**src/rtl/regfile_wb_arbiter.sv**
```systemverilog
// Register-file writeback arbiter: round-robin sharing of the single write
// port among NUM_REQ requesters, with burst locking, stall, flush, and
// silent dropping of x0 writes (counted in drop_cnt).

// Per-requester front end: decides whether this requester may win this cycle
// and flags writes to x0.
module regfile_wb_lane #(
  parameter int ADDR_W = 5
) (
  input  logic              valid,
  input  logic              locked,
  input  logic              owner_hit,
  input  logic              block,
  input  logic [ADDR_W-1:0] addr,
  output logic              eligible,
  output logic              is_x0
);

  // While a burst is locked only the owner may compete; stall/reset block all.
  always_comb begin
    eligible = valid && !block && (!locked || owner_hit);
    is_x0    = (addr == '0);
  end

endmodule

module regfile_wb_arbiter #(
  parameter int NUM_REQ = 3,
  parameter int ADDR_W  = 5,
  parameter int DATA_W  = 32
) (
  input  logic                      clk,
  input  logic                      reset,
  input  logic [NUM_REQ-1:0]        req_valid,
  input  logic [NUM_REQ-1:0]        req_lock,
  input  logic [NUM_REQ*ADDR_W-1:0] req_addr,
  input  logic [NUM_REQ*DATA_W-1:0] req_data,
  output logic [NUM_REQ-1:0]        req_ready,
  input  logic                      stall,
  input  logic                      flush,
  output logic                      wr_en,
  output logic [ADDR_W-1:0]         wr_addr,
  output logic [DATA_W-1:0]         wr_data,
  output logic [7:0]                drop_cnt
);

  localparam int PW = $clog2(NUM_REQ);

  typedef struct packed {
    logic              x0;
    logic              lock;
    logic [ADDR_W-1:0] addr;
    logic [DATA_W-1:0] data;
  } wb_req_t;

  logic [NUM_REQ-1:0][ADDR_W-1:0] addr_a;
  logic [NUM_REQ-1:0][DATA_W-1:0] data_a;
  logic [NUM_REQ-1:0]             elig;
  logic [NUM_REQ-1:0]             x0_a;

  logic [PW-1:0] rr_ptr;
  logic          locked;
  logic [PW-1:0] lock_owner;

  logic [NUM_REQ-1:0] grant;
  logic [PW-1:0]      gidx;
  logic               xfer;
  logic               found;
  int                 idx;
  wb_req_t            sel;

  genvar g;
  generate
    for (g = 0; g < NUM_REQ; g++) begin : g_lane
      assign addr_a[g] = req_addr[g*ADDR_W +: ADDR_W];
      assign data_a[g] = req_data[g*DATA_W +: DATA_W];
      regfile_wb_lane #(.ADDR_W(ADDR_W)) u_lane (
        .valid     (req_valid[g]),
        .locked    (locked),
        .owner_hit (lock_owner == PW'(g)),
        .block     (stall | reset),
        .addr      (addr_a[g]),
        .eligible  (elig[g]),
        .is_x0     (x0_a[g])
      );
    end
  endgenerate

  // Rotating-priority search starting at rr_ptr; when locked only the owner
  // is eligible, so the same search yields the locked grant.
  always_comb begin
    grant = '0;
    gidx  = '0;
    found = 1'b0;
    idx   = 0;
    for (int k = 0; k < NUM_REQ; k++) begin
      idx = int'(rr_ptr) + k;
      if (idx >= NUM_REQ) idx = idx - NUM_REQ;
      if (!found && elig[idx]) begin
        found      = 1'b1;
        grant[idx] = 1'b1;
        gidx       = idx[PW-1:0];
      end
    end
  end

  assign req_ready = grant;
  assign xfer      = found;

  // Selected request fields, muxed by the winning index.
  always_comb begin
    sel.x0   = x0_a[gidx];
    sel.lock = req_lock[gidx];
    sel.addr = addr_a[gidx];
    sel.data = data_a[gidx];
  end

  // Round-robin pointer: moves past every winner, holds otherwise. Within a
  // locked burst the winner is always the owner, so this is idempotent.
  always_ff @(posedge clk or posedge reset) begin
    if (reset)     rr_ptr <= '0;
    else if (xfer) rr_ptr <= (gidx == PW'(NUM_REQ-1)) ? '0 : gidx + 1'b1;
  end

  // Lock state: flush always unlocks, stall freezes, otherwise the owner
  // keeps the lock only while it stays valid with req_lock set.
  always_ff @(posedge clk or posedge reset) begin
    if (reset) begin
      locked     <= 1'b0;
      lock_owner <= '0;
    end else if (flush) begin
      locked <= 1'b0;
    end else if (!stall) begin
      if (locked) begin
        if (!(req_valid[lock_owner] && req_lock[lock_owner])) locked <= 1'b0;
      end else if (xfer && sel.lock) begin
        locked     <= 1'b1;
        lock_owner <= gidx;
      end
    end
  end

  // Registered write stage; flushed and x0 transfers never reach the port.
  always_ff @(posedge clk or posedge reset) begin
    if (reset) begin
      wr_en   <= 1'b0;
      wr_addr <= '0;
      wr_data <= '0;
    end else begin
      wr_en <= xfer && !flush && !sel.x0;
      if (xfer && !flush && !sel.x0) begin
        wr_addr <= sel.addr;
        wr_data <= sel.data;
      end
    end
  end

  // Saturating count of accepted, non-flushed x0 writes.
  always_ff @(posedge clk or posedge reset) begin
    if (reset)                                             drop_cnt <= '0;
    else if (xfer && !flush && sel.x0 && drop_cnt != 8'hFF) drop_cnt <= drop_cnt + 8'd1;
  end

endmodule

```
**config.mk**
```make
export PLATFORM = sky130hd
export DESIGN_NAME = regfile_wb_arbiter
export DESIGN_NICKNAME = d
export VERILOG_FILES = /design/src/rtl/regfile_wb_arbiter.sv
export SDC_FILE = /design/constraint.sdc
export NUM_CORES = 1
export LEC_CHECK = 0
export BUFFER_PORTS_ARGS = -buffer_cell sky130_fd_sc_hd__buf_2
export CAP_MARGIN = 0
export CORE_ASPECT_RATIO = 1.2
export CORE_MARGIN = 2
export CORE_UTILIZATION = 42
export DETAILED_ROUTE_END_ITERATION = 16
export PLACE_DENSITY = 0.75
export SKIP_CTS_REPAIR_TIMING = 1
export SLEW_MARGIN = 30
export SYNTH_ARGS = -nofsm -noshare
export SYNTH_HDL_FRONTEND = slang
export SYNTH_SLANG_ARGS = --single-unit
```
**constraint.sdc**
```tcl
create_clock -name clk -period 2.5 [get_ports clk]
set_input_delay 0.375 -clock clk [delete_from_list [all_inputs] [get_ports clk]]
set_output_delay 0.375 -clock clk [all_outputs]
set_load 0.1 [all_outputs]
```
[Yosys cells after proc, flatten, opt, wreduce, memory -nomap -nowiden]
Cells that the tools add are included.
Cells by class
  equality and inequality tests: 5
  shift operators: 0
  bitwise logic cells: 6
  reduce and logical (&&, ||, !) cells: 31
  div/mod/pow operators: 0
  add/subtract/negate cells: 7
  $mul: 0
  multiplexer cells: 45
  magnitude comparators: 11
Operator list (count)
  32-bit 2-to-1 mux: 4
  32-bit by 1-bit >= comparator with 1-bit output (second input constant): 3
  32-bit by 4-bit < comparator with 1-bit output (second input constant): 3
  32-bit binary-select mux with 2-bit select: 1
  1-bit 2-to-1 mux: 21
  1-bit logical AND: 17
  5-bit logical NOT: 3
  1-bit binary-select mux with 2-bit select: 7
  5-bit binary-select mux with 2-bit select: 1
  3-bit 2-to-1 mux: 3
  8-bit by 1-bit adder with 8-bit output (second input constant): 1
  2-bit 2-to-1 mux: 4
  8-bit inequality test (second input constant): 1
  3-bit by 2-bit subtractor with 4-bit output (second input constant): 2
  1-bit demux with 2-bit select: 3
  3-bit by 2-bit >= comparator with 1-bit output (second input constant): 2
  1-bit logical NOT: 6
  2-bit by 3-bit < comparator with 1-bit output (second input constant): 2
  3-bit OR: 2
  5-bit 2-to-1 mux: 1
  2-bit == test (second input constant): 2
  4-bit AND reduction: 1
  2-bit by 1-bit adder with 3-bit output (second input constant): 1
  2-bit by 2-bit adder with 3-bit output (second input constant): 1
  9 further kinds: 13
Storage, ports and cells
  memory bits (read-only): 0
  bits of input ports: 121
  latch bits: 0
  register bits after elaboration: 51
  output and inout bits: 49
  memory bits (writable): 0
  memories kept: 0

[Depth between registers and ports, before layout]
Gate-level depths: netlist of the first run.
  word-level depth: 21
  depth in mapped cells: 12
  depth with buffers taken out: 9

[Modules after synthesis]
Synthesis of the first run repeated with hierarchy kept, for this count alone.
Second synthesis, totals
  cells, all modules: 371
  area total of the unflattened synthesis: 3206.8 µm²
Modules (own cells, without submodules)
  regfile_wb_arbiter: sequential area each 1276.2 µm², area an instance 3131.8 µm², cells each 359, instances 1
  regfile_wb_lane: sequential area each 0.0 µm², area an instance 25.0 µm², cells each 4, instances 3

[Worst setup path before layout of the first run]
Ideal clock, no wire load.
  path kind: reg-to-output
  start point: register rr_ptr[0]
  end point: output req_ready[1]
  stages on the path, launching flop included: 8
  data arrival time: 3.042 ns
  path slack: -0.917 ns
  required time: 2.125 ns
  cell sequence: dfrtp_1 > inv_1 > ha_1 > clkbuf_1 > or4_1 > a21oi_1 > nor2_1 > o21ai_1
On the way
  word-level cells in the longest chain between the ends: 12
  elaborated cells between the ends (all ways): 46
RTL lines
  from (decl): RTL line 61  | logic [PW-1:0] rr_ptr;
  from (signal assigned): RTL line 122  | else if (xfer) rr_ptr <= (gidx == PW'(NUM_REQ-1)) ? '0 : gidx + 1'b1;
  branches (longest 11 deep; another with 32-bit by 1-bit >= comparator with 1-bit output)
  3-bit 2-to-1 mux *: RTL line 99  | if (!found && elig[idx]) begin
  to (decl): RTL line 38  | output logic [NUM_REQ-1:0] req_ready,
Mark *: on every way between the ends. The select of a mux whose other input is x is not followed.

[Worst setup path in the final report of the first run]
  start point: register lock_owner[1]
  end point: output req_ready[0]
On the way
  word-level cells in the longest chain between the ends: 13
  elaborated cells between the ends (all ways): 29
RTL lines
  from (decl): RTL line 63  | logic [PW-1:0] lock_owner;
  from (signal assigned): RTL line 138  | lock_owner <= gidx;
  2-bit by 1-bit == test with 1-bit output (tied with other cells): RTL line 80  | .owner_hit (lock_owner == PW'(g)),
  1-bit logical OR: RTL line 21  | eligible = valid && !block && (!locked || owner_hit);
  1-bit logical AND: RTL line 21
  1-bit binary-select mux with 2-bit select: RTL line 99
  1-bit 2-to-1 mux (implied by the code) (2 in a row): RTL line 99
  1-bit 2-to-1 mux: RTL line 99
  1-bit logical NOT: RTL line 99
  1-bit logical AND: RTL line 99
  1-bit 2-to-1 mux: RTL line 99
  1-bit logical NOT: RTL line 99
  1-bit logical AND: RTL line 99
  3-bit 2-to-1 mux *: RTL line 99
Mark *: on every way between the ends. The rest lies on a longest branch, timed or not. The select of a mux whose other input is x is not followed.

==> results of run 1 <==
## cell families (layout without fill, tap and decap cells)
family                     after synthesis  in the layout  synth area share
adders and majority gates                5              5            0.0187
xor gates and xnor gates                 7              7            0.0184
muxes                                   77             77             0.233
and+or+nand+nor                         94             94             0.127
buffers and inverters                   60            252            0.0783
DFF                                     51             51             0.382
other                                    0              1                 0
AOI/OAI and AO/OA                       76             76             0.143
## synth_stat cells (3+ instances only)
library cell | number | area share
or4_1 | 4 | 0.0090
mux2i_1 | 70 | 0.21
buf_6 | 3 | 0.010
xnor2_1 | 7 | 0.018
ha_1 | 5 | 0.019
o211a_2 | 3 | 0.0090
nor2_1 | 47 | 0.053
mux2_1 | 6 | 0.020
buf_2 | 8 | 0.012
clkbuf_1 | 6 | 0.0067
nand2_1 | 17 | 0.019
a21oi_1 | 38 | 0.057
o21ai_1 | 3 | 0.0045
inv_1 | 40 | 0.045
dfrtp_1 | 51 | 0.38
o21ai_0 | 11 | 0.016
nand3_1 | 10 | 0.015
nand4_1 | 4 | 0.0075
## through the flow
step | std cells | area [um2] | util | hold WS (ps) | TNS (ps)
6_report | 655 | 4900 | 0.636 | 159 | -250
5_1_grt | 655 | 4900 | 0.636 | 207 | -763
4_1_cts | 647 | 4680 | 0.607 | 175 | -1330
3_5_place_dp | 639 | 4540 | 0.589 | 478 | -370
3_3_place_gp | 639 | 4540 | 0.589 | 472 | 0
2_1_floorplan | 370 | 3370 | - | 485 | -113
## layer usage
metal / global-route usage / vias to the layer above / wire length [um]
met1: 0.260 / 1634 / 3840
met5: 0 / - / 0
met4: 0.0611 / 0 / 125
li1: - / 1667 / -
met2: 0.373 / 100 / 5230
met3: 0.0407 / 10 / 514
## power by group through the flow
stage | Clock [uW] | Sequential, uW | Combinational (uW)
after floorplan | 0 | 3760 | 1520
after global placement | 0 | 1390 | 4990
after detailed placement | 0 | 1400 | 5050
final | 702 | 1400 | 5250
after CTS | 723 | 1390 | 5050
after global routing | 755 | 1460 | 5500
## area by class of cell
class,instances,share of cell area
Sequential cell,51,0.261
Antenna cell,1,0.000510
Timing Repair Buffer,203,0.247
Clock inverter,3,0.0145
Multi-Input combinational cell,259,0.408
Inverter,41,0.0314
Tap cell,92,0.0235
Clock buffer,5,0.0140
## sequential cells by signal (all words and copies together) (netlist names)
| signal | flops |
|---|---|
| rr_ptr | 2 |
| lock_owner | 2 |
| wr_addr | 5 |
| wr_data | 32 |
| locked | 1 |
| wr_en | 1 |
| drop_cnt | 8 |
## worst max path at each step
stage | startpoint | to | slack [ps] | cells past startpoint
final | lock_owner[1] | req_ready[0] | -120 | 8
after global routing | lock_owner[1] | req_ready[0] | -230 | 9
after CTS | rr_ptr[0] | req_ready[0] | -360 | 9
after detailed placement | rr_ptr[0] | wr_addr[0] | -60 | 9
after global placement | stall | req_ready[0] | 30 | 9
after floorplan | rr_ptr[0] | req_ready[1] | -110 | 7
==> impl_metrics.csv, run 1 <==
group,metric,value,unit
outcome,outcome,"finished with violations",
outcome,violations,"setup timing",
placement,place_congestion,0.903,
routing,wl_per_cell,14.8,um
global_route,overflow,0,
finish,layout_common_cells,"166 x buf_2, 69 x mux2i_1, 49 x dfrtp_1",
finish,final_net_count,687,
global_route,antenna_found_initial,1,
timing,fin_crit,2620,ps
critical_path,path_cells,"nor2b_4 > o211a_4 > or4_4 > a21oi_4 > nor2_4 > nand2b_4 > nand3_4 > buf_12",
critical_path,cp-start-kind,"flop",
critical_path,reg2reg_to,"drop_cnt[1]",
global_route,grt_first_pass_wirelength,14900,um
timing,finalSetupViolations,3,
critical_path,cp_slowest_cell,"or4_4",
placement,portBuffers,169,
pwr,p_per_area,1500,mW/mm2
yosys,ys_warn_count,0,
critical_path,worstReg2RegStart,"rr_ptr[1]",
finish,seqCellArea,0.00128,mm2
clock_network,cts-htree-levels,2,
pwr,p_total,7350,uW
routing,drc_errors,0,
pwr,pwr-share-comb,0.713,
finish,syn_to_final_growth,46.7,%
timing,min_period_over_period,1.05,
yosys,avgSynthCellArea,9.03,um2
global_route,grt_use_total,0.210,
clock_network,numCtsBuffers,5,
timing,drv_slew,0,
placement,place_hpwl,7430,um
clock_network,clockBufferDepth,2,
run,maxCapViolations,0,
floorplanning,core,0.00771,mm2
routing,routed_wl,9720,um
routing,final_antenna_net_count,0,
pwr,internal_power,2900,uW
routing,first_pass_iters,4,
global_route,grt_pass1_vias,3186,
timing,skew,5.97,ps
pwr,ir_drop,1.40,mV
finish,drive_gt1_frac,0.445,
pwr,sw_frac_of_total,0.605,
clock_network,cts_tree,"built",
clock_network,insertion_delay,300,ps
finish,layout_commonest_cell,"buf_2",
timing,max_slew_margin,0.575,
yosys,yosys_register_bits,51,
yosys,synth-seq-area-share,0.382,
timing,worst_slack,-117,ps
yosys,synth_top_flop_cell,"dfrtp_1",
yosys,synthCells,370,
critical_path,crit_type,"flop to primary output",
routing,drt_iter0_drc,115,
finish,num-fill-cells,651,
clock_network,cts-root-buf,"clkbuf_8",
floorplanning,initial_core_util,0.433,
floorplanning,die_h,102,um
hold_path,hold_path.class,"input port to async pin",
timing,worstMarginPinSlew,636,ps
critical_path,cp_top_family,"simple AND/OR/NAND/NOR gates",
critical_path,crit_required,2120,ps
pwr,p_clk_frac,0.096,
critical_path,reg2reg_setup_slack,130,ps
yosys,synth_cell_type_count,47,
critical_path,worstPathArrival,2240,ps
timing,fmax,382,MHz
timing,final-hold-violation-count,0,
clock_network,numClockSinks,51,
yosys,syn-cell-area,0.00334,mm2
clock_network,cts.clk_slew.worst_paths,100,ps
yosys,synth_edf_count,0,
floorplanning,die-area,0.00869,mm2
pwr,cellLeakagePower,0.00285,uW
yosys,ys_async_sr_fraction,1.00,
floorplanning,core.rowCount,35,
critical_path,cp_num_buf_inv,1,
critical_path,crit_fanout,3,
finish,multi_input_area,0.00200,mm2
global_route,grt_max_degree,35,
timing,rsz0062_at_grt,"true",
placement,dp_slack,-62.4,ps
floorplanning,die_w,85.4,um
pwr,seqPwrFrac,0.191,
yosys,synth_nets,496,
critical_path,end_kind,"primary output",
critical_path,critPathMaxStageDelay,500,ps
critical_path,rr_worst_depth,10,
floorplanning,ios,170,
pwr,power_switching,4450,uW
routing,viasPerCell,5.21,
routing,vias,3411,
(Power assumes the default switching activity.)
==> inputs of run 2 (changes only) <==
--- a/config.mk
+++ b/config.mk
@@ -7,9 +7,11 @@
 export LEC_CHECK = 0
 export BUFFER_PORTS_ARGS = -buffer_cell sky130_fd_sc_hd__buf_2
 export CAP_MARGIN = 0
+export CELL_PAD_IN_SITES_DETAIL_PLACEMENT = 1
+export CELL_PAD_IN_SITES_GLOBAL_PLACEMENT = 1
 export CORE_ASPECT_RATIO = 1.2
 export CORE_MARGIN = 2
-export CORE_UTILIZATION = 42
+export CORE_UTILIZATION = 30
 export DETAILED_ROUTE_END_ITERATION = 16
 export PLACE_DENSITY = 0.75
 export SKIP_CTS_REPAIR_TIMING = 1
==> impl_metrics.csv, run 2 (synthesis gave the netlist of run 1 again) <==
group,metric,value,unit
outcome,outcome,"finished with violations",
outcome,violations,"setup timing",
finish,num-fill-cells,1329,
hold_path,hold_path.class,"input port to async pin",
timing,max_slew_margin,0.618,
timing,rsz0062_at_grt,"true",
finish,final_area,0.00499,mm2
timing,final-hold-violation-count,0,
finish,syn_to_final_growth,49.5,%
timing,drv_slew,0,
clock_network,cts-root-buf,"clkbuf_16",
timing,fmax,383,MHz
run,maxCapViolations,0,
critical_path,critPathMaxStageDelay,540,ps
floorplanning,die_w,100,um
placement,place_congestion,0.836,
clock_network,clockBufferDepth,2,
routing,routed_wl,11100,um
timing,fin_crit,2610,ps
global_route,grt_pass1_vias,3708,
critical_path,end_kind,"primary output",
finish,drive_gt1_frac,0.442,
timing,finalSetupViolations,3,
placement,portBuffers,169,
global_route,grt_max_degree,67,
clock_network,cts.clk_slew.worst_paths,60,ps
pwr,ir_drop,1.01,mV
timing,worstMarginPinSlew,572,ps
critical_path,cp_slowest_cell,"or4_4",
timing,tns,-211,ps
global_route,overflow,0,
critical_path,crit_required,2120,ps
placement,place_hpwl,8820,um
floorplanning,core.rowCount,42,
timing,min_period_over_period,1.04,
finish,largest_reg_flops,32,
finish,final_net_count,688,
floorplanning,die-area,0.0120,mm2
finish,largest-register,"wr_data",
global_route,grt_use_total,0.183,
finish,reg_top3,"wr_data (32), drop_cnt (8), wr_addr (5)",
floorplanning,die_h,120,um
clock_network,cts_tree,"built",
global_route,grt_first_pass_wirelength,17700,um
pwr,p_per_area,1480,mW/mm2
critical_path,cp-start-kind,"flop",
floorplanning,initial_core_util,0.306,
clock_network,cts-htree-levels,2,
critical_path,path_cells,"inv_1 > ha_4 > inv_1 > or4_4 > a21oi_4 > nor2_4 > nand2b_4 > nand3_4 > buf_12",
routing,drc_errors,0,
floorplanning,ios,170,
clock_network,numCtsBuffers,5,
routing,vias,3477,
finish,layout_commonest_cell,"buf_2",
routing,final_antenna_net_count,0,
global_route,antenna_found_initial,0,
placement,placed_area,0.00462,mm2
timing,whs,157,ps
critical_path,crit_fanout,5,
routing,drt_iter0_drc,58,
clock_network,numClockSinks,51,
clock_network,insertion_delay,290,ps
routing,viasPerCell,4.98,
finish,layout_common_cells,"166 x buf_2, 69 x mux2i_1, 51 x dfrtp_1",
floorplanning,core,0.0109,mm2
timing,worst_slack,-112,ps
critical_path,worstPathArrival,2240,ps
routing,wl_per_cell,15.9,um
pwr,cellLeakagePower,0.00286,uW
timing,skew,6.63,ps
routing,first_pass_iters,4,
critical_path,cp_top_family,"simple AND/OR/NAND/NOR gates",
critical_path,cp_num_buf_inv,3,
critical_path,crit_path_frequent_cell,"inv_1",
critical_path,crit_type,"flop to primary output",
run 2: cell count changes in the layout (fill, tap and decap cells not counted), sizes merged:
cell	delta
clkbuf	+1
diode	+2
buf	+1
clkinv	+1
bufinv	-2
run 2: worst reg2reg max path, cell delays in order (launching register included):
cell and delay [ps]:
dfrtp_1 370, inv_1 90, ha_4 190, buf_4 150
nor2_2 190, a41oi_1 100, o2111ai_4 280, mux2i_2 330
o211ai_4 100, buf_4 180, mux2_1 320
run 2: cell type report:
| class | instances | area [um2] | share of cell area |
|---|---|---|---|
| diodes | 3 | 7.51 | 0.00150 |
| clock buffers | 6 | 139 | 0.0278 |
| clock inverters | 2 | 13.8 | 0.00276 |
| inverters | 41 | 154 | 0.0308 |
| multi-input cells | 259 | 2010 | 0.403 |
| flip-flops and latches | 51 | 1280 | 0.256 |
| well taps | 132 | 165 | 0.0331 |
| repair buffers | 204 | 1230 | 0.246 |
run 2: power by group:
group	total (uW)	switching, uW	internal [uW]
Clock	719	318	401
Sequential	1380	204	1180
Combinational	5280	3990	1300
run 2: routing by layer:
| layer | track usage | wire (um) |
|---|---|---|
| met4 | 0.0488 | 217 |
| met3 | 0.0402 | 643 |
| met1 | 0.207 | 4200 |
| met5 | 0 | 0 |
| met2 | 0.340 | 6030 |
run 2: per-stage QoR:
stage	instances	setup slack [ps]	utilization	power, uW
2_1_floorplan	370	-113	-	5290
3_3_place_gp	681	31.3	0.422	6350
3_5_place_dp	681	-44.6	0.422	6470
4_1_cts	689	-342	0.436	7210
5_1_grt	695	-155	0.456	7750
6_report	698	-112	0.457	7390
run 2: worst paths after layout:
path / start / end / slack, ps / cells past startpoint
min in group clk: flush / locked / 340 / 2
worst max-delay path: rr_ptr[0] / req_ready[0] / -110 / 9
max in group asynchronous: reset / rr_ptr[0] / 1790 / 3
worst max register to register: rr_ptr[0] / wr_addr[2] / 80 / 10
worst min-delay path: reset / lock_owner[0] / 160 / 2
worst min register to register: wr_addr[0] / wr_addr[0] / 500 / 1
==> inputs of run 3 (changes only) <==
--- a/config.mk
+++ b/config.mk
@@ -13,7 +13,7 @@
 export CORE_MARGIN = 2
 export CORE_UTILIZATION = 30
 export DETAILED_ROUTE_END_ITERATION = 16
-export PLACE_DENSITY = 0.75
+export PLACE_DENSITY = 0.77
 export SKIP_CTS_REPAIR_TIMING = 1
 export SLEW_MARGIN = 30
 export SYNTH_ARGS = -nofsm -noshare
==> impl_metrics.csv, run 3 (synthesis gave the netlist of run 1 again) <==
group,metric,value,unit
global_route,grt_use_total,0.181,
finish,layout_commonest_cell,"buf_2",
critical_path,crit_fanout,3,
global_route,grt_max_degree,43,
finish,fin_util,0.469,
pwr,cellLeakagePower,0.00291,uW
timing,rsz0062_at_grt,"true",
timing,fmax,386,MHz
routing,wl_per_cell,16.6,um
floorplanning,die_h,120,um
clock_network,numCtsBuffers,5,
clock_network,clockBufferDepth,2,
clock_network,cts.clk_slew.worst_paths,70,ps
critical_path,reg2reg_setup_slack,10,ps
timing,worstMarginPinSlew,528,ps
outcome,outcome,"finished with violations",
pwr,ir_drop,1.09,mV
placement,dp_slack,-168,ps
finish,reg_top3,"wr_data (32), drop_cnt (8), wr_addr (5)",
critical_path,crit_required,2120,ps
critical_path,rr_worst_depth,9,
floorplanning,ios,170,
routing,final_antenna_net_count,0,
clock_network,numClockSinks,51,
clock_network,cts-htree-levels,2,
critical_path,worstReg2RegStart,"lock_owner[1]",
routing,drc_errors,0,
routing,routed_wl,11700,um
finish,drive_gt1_frac,0.459,
critical_path,reg2reg_to,"wr_addr[0]",
routing,first_pass_iters,4,
critical_path,cp_slowest_cell,"or4_4",
outcome,violations,"setup timing",
floorplanning,die_w,100,um
timing,finalSetupViolations,3,
critical_path,critPathLaunch,"lock_owner[1]",
clock_network,cts-root-buf,"clkbuf_16",
finish,syn_to_final_growth,53.3,%
critical_path,crit_end,"req_ready[0]",
finish,largest-register,"wr_data",
timing,drv_slew,0,
finish,final_net_count,698,
global_route,grt_pass1_vias,3722,
timing,min_period_over_period,1.04,
floorplanning,core.rowCount,42,
global_route,antenna_found_initial,0,
global_route,grt_first_pass_wirelength,17600,um
floorplanning,die-area,0.0120,mm2
placement,place_congestion,0.928,
pwr,p_per_area,1480,mW/mm2
placement,place_hpwl,8800,um
timing,worst_slack,-89.2,ps
pwr,p_total,7560,uW
critical_path,path_cells,"nor2b_4 > o211a_4 > or4_4 > a21oi_4 > nor2_4 > nand2b_4 > nand3_4 > buf_12",
critical_path,crit_type,"flop to primary output",
timing,max_slew_margin,0.647,
clock_network,cts_tree,"built",
routing,viasPerCell,5.02,
critical_path,worstPathArrival,2210,ps
critical_path,end_kind,"primary output",
run,maxCapViolations,0,
timing,whs,164,ps
critical_path,cp-start-kind,"flop",
critical_path,critPathMaxStageDelay,490,ps
timing,fin_crit,2590,ps
floorplanning,core,0.0109,mm2
floorplanning,initial_core_util,0.306,
placement,portBuffers,169,
clock_network,insertion_delay,290,ps
finish,layout_common_cells,"166 x buf_2, 67 x mux2i_1, 49 x dfrtp_1",
finish,largest_reg_flops,32,
global_route,overflow,0,
routing,drt_iter0_drc,84,
timing,final-hold-violation-count,0,
routing,vias,3536,
hold_path,hold_path.class,"input port to async pin",
timing,skew,7.34,ps
finish,diodes,0,
timing,tns,-214,ps
run 3: cell count changes in the layout (fill, tap and decap cells not counted), moves of 2 or more:
cell     delta
nor2_2      -3
mux2i_1     -2
nor2_1      +2
buf_6       -3
dfrtp_1     -2
dfrtp_2     +2
mux2i_2     +2
buf_4      +10
diode_2     -3
run 3: worst max-delay path: cells and delay by family (launching register included):
family,cells,cell delay [ps]
buf+inv,1,170
simple gates,5,920
flops,1,410
compound gates,2,420
run 3: where the power goes:
part | switching (uW) | internal (uW)
Sequential | 223 | 1180
Clock | 329 | 381
Combinational | 4040 | 1410
Total | 4590 | 2970
run 3: stage by stage:
step / std cells / area (um2)
CTS: 690 / 4780
floorplan: 370 / 3370
finish: 705 / 5120
global placement: 682 / 4620
detailed placement: 682 / 4620
global route: 705 / 5120
run 3: per-layer routing:
layer,vias up,GRT usage,routed length (um)
li1,1688,-,-
met1,1713,0.206,4520
met2,114,0.341,6230
met3,21,0.0367,639
met4,0,0.0471,285
met5,-,0,0
run 3: area by class of cell:
type                       count  area [um2]
fill                        1318        5810
tap                          132         165
inverter                      41         156
timing repair buffer         214        1340
sequential                    51        1280
multi-input combinational    259        2030
clock buffer                   5         125
clock inverter                 3        27.5
run 3: worst min-delay path by stage:
stage | slack (ps) | start | cells after the start | endpoint
2_1_floorplan | 480 | flush | 1 | locked
3_3_place_gp | 460 | reset | 2 | lock_owner[1]
3_5_place_dp | 470 | reset | 2 | lock_owner[1]
4_1_cts | 160 | reset | 2 | rr_ptr[0]
5_1_grt | 210 | reset | 2 | wr_data[28]
6_report | 160 | reset | 2 | lock_owner[1]
